==> src/rtl/camera_pixel_capture_if.sv <==
// Pixel-capture bus: OV7670 parallel input on one side, frame-buffer write port on the other.
interface camera_pixel_capture_if;
    logic [7:0] CAM_DATA;
    logic       CAM_HREF;
    logic       CAM_VSYNC;
    logic [7:0] PIXEL_OUT;
    logic [9:0] WRITE_X;
    logic [9:0] WRITE_Y;
    logic       WRITE_EN;
    logic       FRAME_DONE;
    logic [9:0] LINE_COUNT;

    // Capture block: samples the camera, drives the frame-buffer write port.
    modport master (
        input  CAM_DATA, CAM_HREF, CAM_VSYNC,
        output PIXEL_OUT, WRITE_X, WRITE_Y, WRITE_EN, FRAME_DONE, LINE_COUNT
    );

    // Camera model / frame-buffer side.
    modport slave (
        output CAM_DATA, CAM_HREF, CAM_VSYNC,
        input  PIXEL_OUT, WRITE_X, WRITE_Y, WRITE_EN, FRAME_DONE, LINE_COUNT
    );
endinterface

==> src/rtl/camera_pixel_capture.sv <==
// OV7670 RGB565 capture: packs two-byte pixels into RGB332 and issues frame-buffer writes.
module camera_pixel_capture #(
    parameter int unsigned SCREEN_WIDTH    = 176,
    parameter int unsigned SCREEN_HEIGHT   = 144,
    parameter bit          HIGH_BYTE_FIRST = 1'b1
) (
    input  logic                          CLK,
    input  logic                          RESET_N,
    camera_pixel_capture_if.master        bus
);

    localparam logic [9:0] XLim = 10'(SCREEN_WIDTH);
    localparam logic [9:0] YLim = 10'(SCREEN_HEIGHT);

    typedef enum logic [1:0] {StSync, StBlank, StActive, StDone} state_e;

    state_e     r_state;
    state_e     w_state_next;
    logic       r_phase;
    logic [7:0] r_byte_a;
    logic [9:0] r_x;
    logic [9:0] r_y;
    logic [7:0] r_pixel;
    logic [9:0] r_wx;
    logic [9:0] r_wy;
    logic       r_wen;
    logic [9:0] r_line_count;
    logic       w_frame_done;

    logic       w_line_end;
    logic [9:0] w_y_line;
    logic [7:0] w_hi;
    logic [7:0] w_lo;
    logic [7:0] w_pixel;
    logic       w_in_frame;

    // A line closes on HREF low or on a VSYNC abort; only lines that saw bytes bump y.
    assign w_line_end = (r_state == StActive) && (!bus.CAM_HREF || bus.CAM_VSYNC);
    assign w_y_line   = (w_line_end && (r_x != 10'd0) && (r_y < YLim)) ? r_y + 10'd1 : r_y;
    assign w_hi       = HIGH_BYTE_FIRST ? r_byte_a : bus.CAM_DATA;
    assign w_lo       = HIGH_BYTE_FIRST ? bus.CAM_DATA : r_byte_a;
    assign w_pixel    = {w_hi[7:5], w_hi[2:0], w_lo[4:3]};
    assign w_in_frame = (r_x < XLim) && (r_y < YLim);

    // State register.
    always_ff @(posedge CLK) begin
        if (!RESET_N) begin
            r_state <= StSync;
        end else begin
            r_state <= w_state_next;
        end
    end

    // Next-state logic: SYNC waits for VSYNC, BLANK for its fall, ACTIVE until VSYNC rises.
    always_comb begin
        w_state_next = r_state;
        unique case (r_state)
            StSync:   if (bus.CAM_VSYNC)  w_state_next = StBlank;
            StBlank:  if (!bus.CAM_VSYNC) w_state_next = StActive;
            StActive: if (bus.CAM_VSYNC)  w_state_next = StDone;
            StDone:   w_state_next = StBlank;
            default:  w_state_next = StSync;
        endcase
    end

    // Output decode: frame-done pulse is the single DONE cycle.
    always_comb begin
        w_frame_done = 1'b0;
        if (r_state == StDone) begin
            w_frame_done = 1'b1;
        end
    end

    // Byte pairing, x/y counters and registered write port.
    always_ff @(posedge CLK) begin
        if (!RESET_N) begin
            r_phase      <= 1'b0;
            r_byte_a     <= 8'd0;
            r_x          <= 10'd0;
            r_y          <= 10'd0;
            r_pixel      <= 8'd0;
            r_wx         <= 10'd0;
            r_wy         <= 10'd0;
            r_wen        <= 1'b0;
            r_line_count <= 10'd0;
        end else begin
            r_wen <= 1'b0;
            case (r_state)
                StBlank: begin
                    if (!bus.CAM_VSYNC) begin
                        r_x     <= 10'd0;
                        r_y     <= 10'd0;
                        r_phase <= 1'b0;
                    end
                end
                StActive: begin
                    if (w_line_end) begin
                        // Also drops a half-received pixel.
                        r_y     <= w_y_line;
                        r_x     <= 10'd0;
                        r_phase <= 1'b0;
                    end else if (!r_phase) begin
                        r_byte_a <= bus.CAM_DATA;
                        r_phase  <= 1'b1;
                    end else begin
                        r_phase <= 1'b0;
                        if (w_in_frame) begin
                            r_pixel <= w_pixel;
                            r_wx    <= r_x;
                            r_wy    <= r_y;
                            r_wen   <= 1'b1;
                        end
                        if (r_x != 10'h3FF) begin
                            r_x <= r_x + 10'd1;
                        end
                    end
                    if (bus.CAM_VSYNC) begin
                        r_line_count <= (w_y_line > YLim) ? YLim : w_y_line;
                    end
                end
                default: ;
            endcase
        end
    end

    assign bus.PIXEL_OUT  = r_pixel;
    assign bus.WRITE_X    = r_wx;
    assign bus.WRITE_Y    = r_wy;
    assign bus.WRITE_EN   = r_wen;
    assign bus.FRAME_DONE = w_frame_done;
    assign bus.LINE_COUNT = r_line_count;

endmodule

==> src/flat_wrapper.sv <==
// flat-port wrapper written by rule: the top's interface ports become plain ports
module camera_pixel_capture_flat 
#(
    parameter int unsigned SCREEN_WIDTH    = 176,
    parameter int unsigned SCREEN_HEIGHT   = 144,
    parameter bit          HIGH_BYTE_FIRST = 1'b1
)
  (CLK, RESET_N, bus_CAM_DATA, bus_CAM_HREF, bus_CAM_VSYNC, bus_PIXEL_OUT, bus_WRITE_X, bus_WRITE_Y, bus_WRITE_EN, bus_FRAME_DONE, bus_LINE_COUNT);
  camera_pixel_capture_if bus_i ();
  input  logic CLK;
  input  logic RESET_N;
  input wire logic [$bits(bus_i.CAM_DATA)-1:0] bus_CAM_DATA;
  input wire logic [$bits(bus_i.CAM_HREF)-1:0] bus_CAM_HREF;
  input wire logic [$bits(bus_i.CAM_VSYNC)-1:0] bus_CAM_VSYNC;
  output wire logic [$bits(bus_i.PIXEL_OUT)-1:0] bus_PIXEL_OUT;
  output wire logic [$bits(bus_i.WRITE_X)-1:0] bus_WRITE_X;
  output wire logic [$bits(bus_i.WRITE_Y)-1:0] bus_WRITE_Y;
  output wire logic [$bits(bus_i.WRITE_EN)-1:0] bus_WRITE_EN;
  output wire logic [$bits(bus_i.FRAME_DONE)-1:0] bus_FRAME_DONE;
  output wire logic [$bits(bus_i.LINE_COUNT)-1:0] bus_LINE_COUNT;
  assign bus_i.CAM_DATA = bus_CAM_DATA;
  assign bus_i.CAM_HREF = bus_CAM_HREF;
  assign bus_i.CAM_VSYNC = bus_CAM_VSYNC;
  assign bus_PIXEL_OUT = bus_i.PIXEL_OUT;
  assign bus_WRITE_X = bus_i.WRITE_X;
  assign bus_WRITE_Y = bus_i.WRITE_Y;
  assign bus_WRITE_EN = bus_i.WRITE_EN;
  assign bus_FRAME_DONE = bus_i.FRAME_DONE;
  assign bus_LINE_COUNT = bus_i.LINE_COUNT;
  camera_pixel_capture #(.SCREEN_WIDTH(SCREEN_WIDTH), .SCREEN_HEIGHT(SCREEN_HEIGHT), .HIGH_BYTE_FIRST(HIGH_BYTE_FIRST)) u_core (.CLK(CLK), .RESET_N(RESET_N), .bus(bus_i));
endmodule
==> config.mk <==
export PLATFORM = sky130hd
export DESIGN_NAME = camera_pixel_capture_flat
export DESIGN_NICKNAME = d
export VERILOG_FILES = /design/src/rtl/camera_pixel_capture_if.sv /design/src/rtl/camera_pixel_capture.sv /design/src/flat_wrapper.sv
export SDC_FILE = /design/constraint.sdc
export NUM_CORES = 1
export LEC_CHECK = 0
export ABC_CLOCK_PERIOD_IN_PS = 1900
export CORE_ASPECT_RATIO = 0.75
export CORE_MARGIN = 2
export CORE_UTILIZATION = 35
export CTS_CLUSTER_DIAMETER = 120
export CTS_CLUSTER_SIZE = 10
export DETAILED_ROUTE_END_ITERATION = 6
export DONT_BUFFER_PORTS = 1
export PLACE_DENSITY = 0.61
export REMOVE_ABC_BUFFERS = 1
export SYNTH_ARGS = -nofsm -noshare
export SYNTH_HDL_FRONTEND = slang
export SYNTH_SLANG_ARGS = --single-unit
==> constraint.sdc <==
create_clock -name CLK -period 1.9 [get_ports CLK]
set_input_delay 0.19 -clock CLK [delete_from_list [all_inputs] [get_ports CLK]]
set_output_delay 0.19 -clock CLK [all_outputs]
set_load 0.03 [all_outputs]
Word level (Yosys, flattened, before mapping)
Cells that the tools add are included.
W data, S select, Z words.
{"block": "word_totals", "elab_cells": 65, "reg_bits": 70, "output_inout_bits": 40}
{"block": "classes", "bitwise_logic": 4, "eq_ne": 10, "n_addsub": 2, "order_cmp": 3, "reduce_logical": 17, "mux": 19}
{"cell": "$mux W10", "n": 7}
{"cell": "$pmux W10 S2", "n": 2}
{"cell": "$add A10 B1 Y10 const B", "n": 2}
{"cell": "$lt A10 B8 Y1 const B", "n": 2}
{"cell": "$gt A10 B8 Y1 const B", "n": 1}
{"cell": "$ne A10 B10 Y1 const B", "n": 1}
{"cell": "$reduce_bool A10 Y1", "n": 1}
{"cell": "$reduce_and A3 Y1", "n": 3}
{"cell": "$pmux W2 S4", "n": 1}
{"cell": "$reduce_and A4 Y1", "n": 2}
{"cell": "$mux W2", "n": 3}
{"cell": "$ne A2 B2 Y1 const B", "n": 3}
{"cell": "$mux W1", "n": 5}
{"cell": "$eq A2 B2 Y1 const B", "n": 2}
{"cell": "$logic_and A1 B1 Y1", "n": 4}
{"cell": "$not A1 Y1", "n": 4}
{"cell": "$reduce_and A2 Y1", "n": 2}
{"cell": "$reduce_or A4 Y1", "n": 1}
{"cell": "$ne A3 B1 Y1 const B", "n": 1}
{"cell": "$ne A3 B2 Y1 const B", "n": 1}
{"cell": "$eq A2 B1 Y1 const B", "n": 1}
{"cell": "$logic_not A2 Y1", "n": 1}
{"cell": "$ne A2 B1 Y1 const B", "n": 1}
{"cell": "$pmux W1 S2", "n": 1}
{"cell": "other kinds (3)", "n": 3}

Depth between registers and ports, before layout
{"block": "depth", "word_depth": 8, "mapped_depth": 10}

Worst setup path after synthesis
Ideal clock, no wire load.
{"block": "synth_timing", "path_kind": "flip-flop to flip-flop", "startpoint": "register u_core.r_x[0]", "endpoint": "register u_core.r_line_count[1] (netlist: u_core.bus.LINE_COUNT[1])", "t_required_ps": 1775, "setup_slack_ps": -125, "stages_incl_launch_ff": 10, "period_less_slack_ps": 2025, "t_arrival_ps": 1900, "path_cell_list": "dfxtp_1 -> inv_1 -> ha_1 -> nor4b_1 -> and3_1 -> buf_4 -> o31ai_1 -> nand2_1 -> a221oi_2 -> o21ai_1"}
{"block": "synth_via", "elab_chain_cells": 6}
{"item": "from (decl)", "line": "camera_pixel_capture.sv:21", "source": "logic [9:0] r_x;"}
{"item": "from (signal assigned)", "line": "camera_pixel_capture.sv:114", "source": "r_x <= r_x + 10'd1;"}
{"item": "$reduce_bool A10 Y1 (*)", "line": "camera_pixel_capture.sv:39", "source": "assign w_y_line = (w_line_end && (r_x != 10'd0) && (r_y < YLim)) ? r_y + 10'd1 : r_y;"}
{"item": "$logic_and A1 B1 Y1 (*) (2 in a row)", "line": "camera_pixel_capture.sv:39"}
{"item": "$mux W10 (*)", "line": "camera_pixel_capture.sv:39"}
{"item": "$gt A10 B8 Y1", "line": "camera_pixel_capture.sv:118", "source": "r_line_count <= (w_y_line > YLim) ? YLim : w_y_line;"}
{"item": "$mux W10 (*)", "line": "camera_pixel_capture.sv:118"}
{"item": "to (signal assigned)", "line": "camera_pixel_capture.sv:118"}
{"item": "to (decl)", "line": "camera_pixel_capture.sv:27", "source": "logic [9:0] r_line_count;"}
Every way passes the cells marked *; elsewhere a longest branch is shown, timed or not.
A chain may end at the register's enable or synchronous reset.

Worst setup path in the final report
{"block": "layout_timing", "startpoint": "register u_core.r_x[1]", "endpoint": "register u_core.r_line_count[1] (netlist: u_core.bus.LINE_COUNT[1])"}
The elaborated chain is that of the path after synthesis.

==> impl_results.md <==
* Outcome: finished with violations
* Violated checks: setup timing
* Area added between synthesis and finish at 38.2%
* Post-Route WL at 9270 um
* Yosys reg bits at 68
* Tmin final at 1.97 ns
* Min-delay worst type: in2reg
* Core Region at 9050 um^2
* Number of ports placed on the die boundary at 52
* Distinct cells, synth at 51
* Proportion of synthesized area in mux cells at 3.43%
* Sum of overflow across all layers after global routing at 0
* RSZ-0062 raised after global routing: yes
* # rows at 30
* Worst path max stage delay at 0.42 ns
* Total die area at 10100 um^2
* Placed inst area at 3680 um^2
* Master of the slowest instance on the critical path: or3_4
* Most frequent standard cell in the layout excluding fill and tap cells: dfxtp_1
* Most used flip-flop cell after synthesis: dfxtp_1
* Residual antenna-violating net count after detailed routing at 0
* CP Class: reg2reg
* Tot Pwr at 0.00431 W
* HPWL reported at the end of detailed placement at 5640 um
* Initial standard-cell utilization of the core at 35.9%
* Detailed-route DRC error count at 0
* Commonest cells after routing, fill and taps aside: dfxtp_1 (64), buf_4 (54), nand2_1 (53)
* Simple-gate area share of the yosys netlist at 25.7%
* Area share of the largest cell type after synthesis at 41.9%
* Number of pins with negative max-slew slack in the final report at 0
* Number of enable flip-flop cells after synthesis at 0
* Top cell by count, worst path: a221oi_4
* Post-synthesis share of cell area spent on xor and xnor gates at 2.96%
* YS warnings at 0
* Root buffer cell: clkbuf_16
* DIE HEIGHT at 87.4 um
* Reported leakage power at 1.72 nW
* Cell Area, Synth at 3250 um^2
* Endpoint class of the critical path: flip-flop
* Layout net count at 450
* Global-route wire length before repair at 13900 um
* Combinational family with the most area after synthesis: simple AND/OR/NAND/NOR gates
* Share of cells above drive strength 1 at 32.4%
* Sink Count at 68
* Wire per inst at 16.5 um
* Post-CTS clock slew at the launch and capture registers of the worst setup and hold paths at 0.06 ns
* Total clock buffers created by CTS at 9
* Adder-Cell Fraction of Synth Area at 3.08%
* Critical Path Start Type: flip-flop
* TritonCTS clock tree: built
* Final design area excluding fillers at 4490 um^2
* Critical-path cell list: inv_2, ha_4, nor4b_4, and3_4, or3_4, a221oi_4, a221oi_4, o21ai_1
* Compound-cell area share of the yosys netlist at 17.7%
* Arrival time reported for the critical path endpoint at 2.25 ns
* Highest ir drop seen on vdd at 0.000509 V
* Cell types occupying the most area after synthesis: dfxtp_1 (42%), nand2_1 (7.9%), a21boi_1 (4.4%)
* Latest clock arrival within the worst-skew pair at 0.34 ns
* Setup violations, final at 3
* Gr usage total at 18.7%
* Number of diodes added for antenna fixing at 0
* Critical Path RT at 2.18 ns
* Number of violations reported at the end of detailed-routing iteration 0 at 161
* Vias in the first global route at 2671
* Total number of vias at 2885
* Fraction of synthesis flops using an asynchronous set or reset pin at 0%
* Post-route clock period utilization at 104%
* Slew Limit Headroom at 63.3%
* Seq/Total Area, Yosys at 41.9%
* Number of optimization iterations in the first detailed-route pass at 4
* Initial antenna violation count at 0
* Via density per instance at 5.12
* Placer's final routability congestion estimate at 0.846
* Setup_tns at -0.169 ns
* Worst-path fanout max at 7
* Average cell area after synthesis at 8.71 um^2
* Final hold viol count at 0
* Minimum hold slack at 0.0148 ns
* Largest net degree at the start of global routing at 43
* Synthesized netlist cell count at 373
* Maximum buffer depth of the clock tree at 2
* Number of maximum-capacitance constraint violations at 0
* Count of buffers from port buffering at 0
* Most area-hungry cell type in the Yosys netlist: dfxtp_1
* Power density relative to cell area at 959 nW/um^2
* Number of levels in the clock H-tree at 3
* Final setup skew at 0.00782 ns
* Die Width at 115 um
* Worst setup timing slack at the placement stage at -0.266 ns
* Worst-case setup margin in the final layout at -0.0675 ns
* Worst slew pin tran at 0.549 ns
* Highest achievable clock rate at 0.508 GHz
[flip-flops by register name, indices dropped and copies added (netlist names)]
name and flops:
u_core.bus.LINE_COUNT 10, u_core.bus.WRITE_X 10, u_core.bus.WRITE_Y 10, u_core.r_x 10, u_core.r_y 10, u_core.bus.PIXEL_OUT 8, u_core.r_byte_a 6, u_core.r_state 2
u_core.bus.WRITE_EN 1, u_core.r_phase 1
[cells in the mapped netlist, types with 3 or more instances]
library cell / instances
o211a_1: 4
xor2_1: 8
dfxtp_1: 68
nand4_1: 9
a22oi_1: 3
mux2i_1: 10
buf_2: 3
o21ai_1: 5
ha_1: 8
nor2b_1: 13
nor3_1: 7
nand2b_1: 3
a21oi_1: 6
nand2_1: 68
o21ai_0: 13
and3_1: 14
nand3_1: 12
buf_4: 3
a21boi_1: 19
o31ai_1: 3
nor2_1: 18
buf_6: 5
xnor2_1: 3
clkbuf_1: 12
inv_1: 6
and2_1: 9
or3_1: 3
a21boi_0: 9
[stage by stage]
stage                     cells  utilization [%]
after floorplan             348                -
after global placement      529             40.7
after detailed placement    529             40.7
final                       563             49.6
after CTS                   556             47.1
after global routing        563             49.6
[final cells by class]
cell class                 instances  area [um^2]
fill                             857         4560
multi-input combinational        274         1960
sequential                        68         1370
timing repair buffer              71          653
clock buffer                       9          225
tap                              128          160
clock inverter                     7          100
inverter                           6         22.5
[what timing repair did]
item,CTS,global route
cloned,1,3
hold buffers,5,2
pin swaps,13,29
setup buffers,5,3
resized for setup,25,48
hold endpoints to repair,43,2
setup endpoints to repair,29,37
[worst max-delay path, delay by kind of cell, from the launching register on]
kind / cells / cell delay [ns]
AOI/OAI and AO/OA: 3 / 0.57
adders and majority gates: 1 / 0.15
buffers and inverters: 1 / 0.06
and+or+nand+nor: 3 / 0.75
DFF: 1 / 0.36
[metal layers]
layer,vias to the layer above,share of wire (%),GRT usage [%]
met5,-,0,0
met4,0,0.78,5.91
met3,7,7.5,7.52
met2,94,43,27.3
met1,1376,48,25.0
li1,1408,-,-
[worst paths after layout]
kind                           start                        to  slack (ns)  cells after the start
hold reg to reg   u_core.r_byte_a[5]   u_core.bus.PIXEL_OUT[5]        0.45                      2
hold / removal               RESET_N     u_core.bus.WRITE_Y[3]        0.01                      1
setup reg to reg       u_core.r_x[1]  u_core.bus.LINE_COUNT[1]       -0.07                      8
setup / recovery       u_core.r_x[1]  u_core.bus.LINE_COUNT[1]       -0.07                      8
[report_power, final]
group	internal (W)	switching [W]
clock network	0.00115	0.000673
logic	0.000421	0.000534
registers	0.00147	0.0000518
total	0.00305	0.00126
[cells by family after synthesis]
group                    after synthesis
multiplexers                          11
buffers and inverters                 31
XOR/XNOR                              11
flip-flops                            68
adder cells (fa/ha/maj)                8
AO/OA/AOI/OAI                         76
AND/OR/NAND/NOR                      168
(Power assumes the default switching activity.)
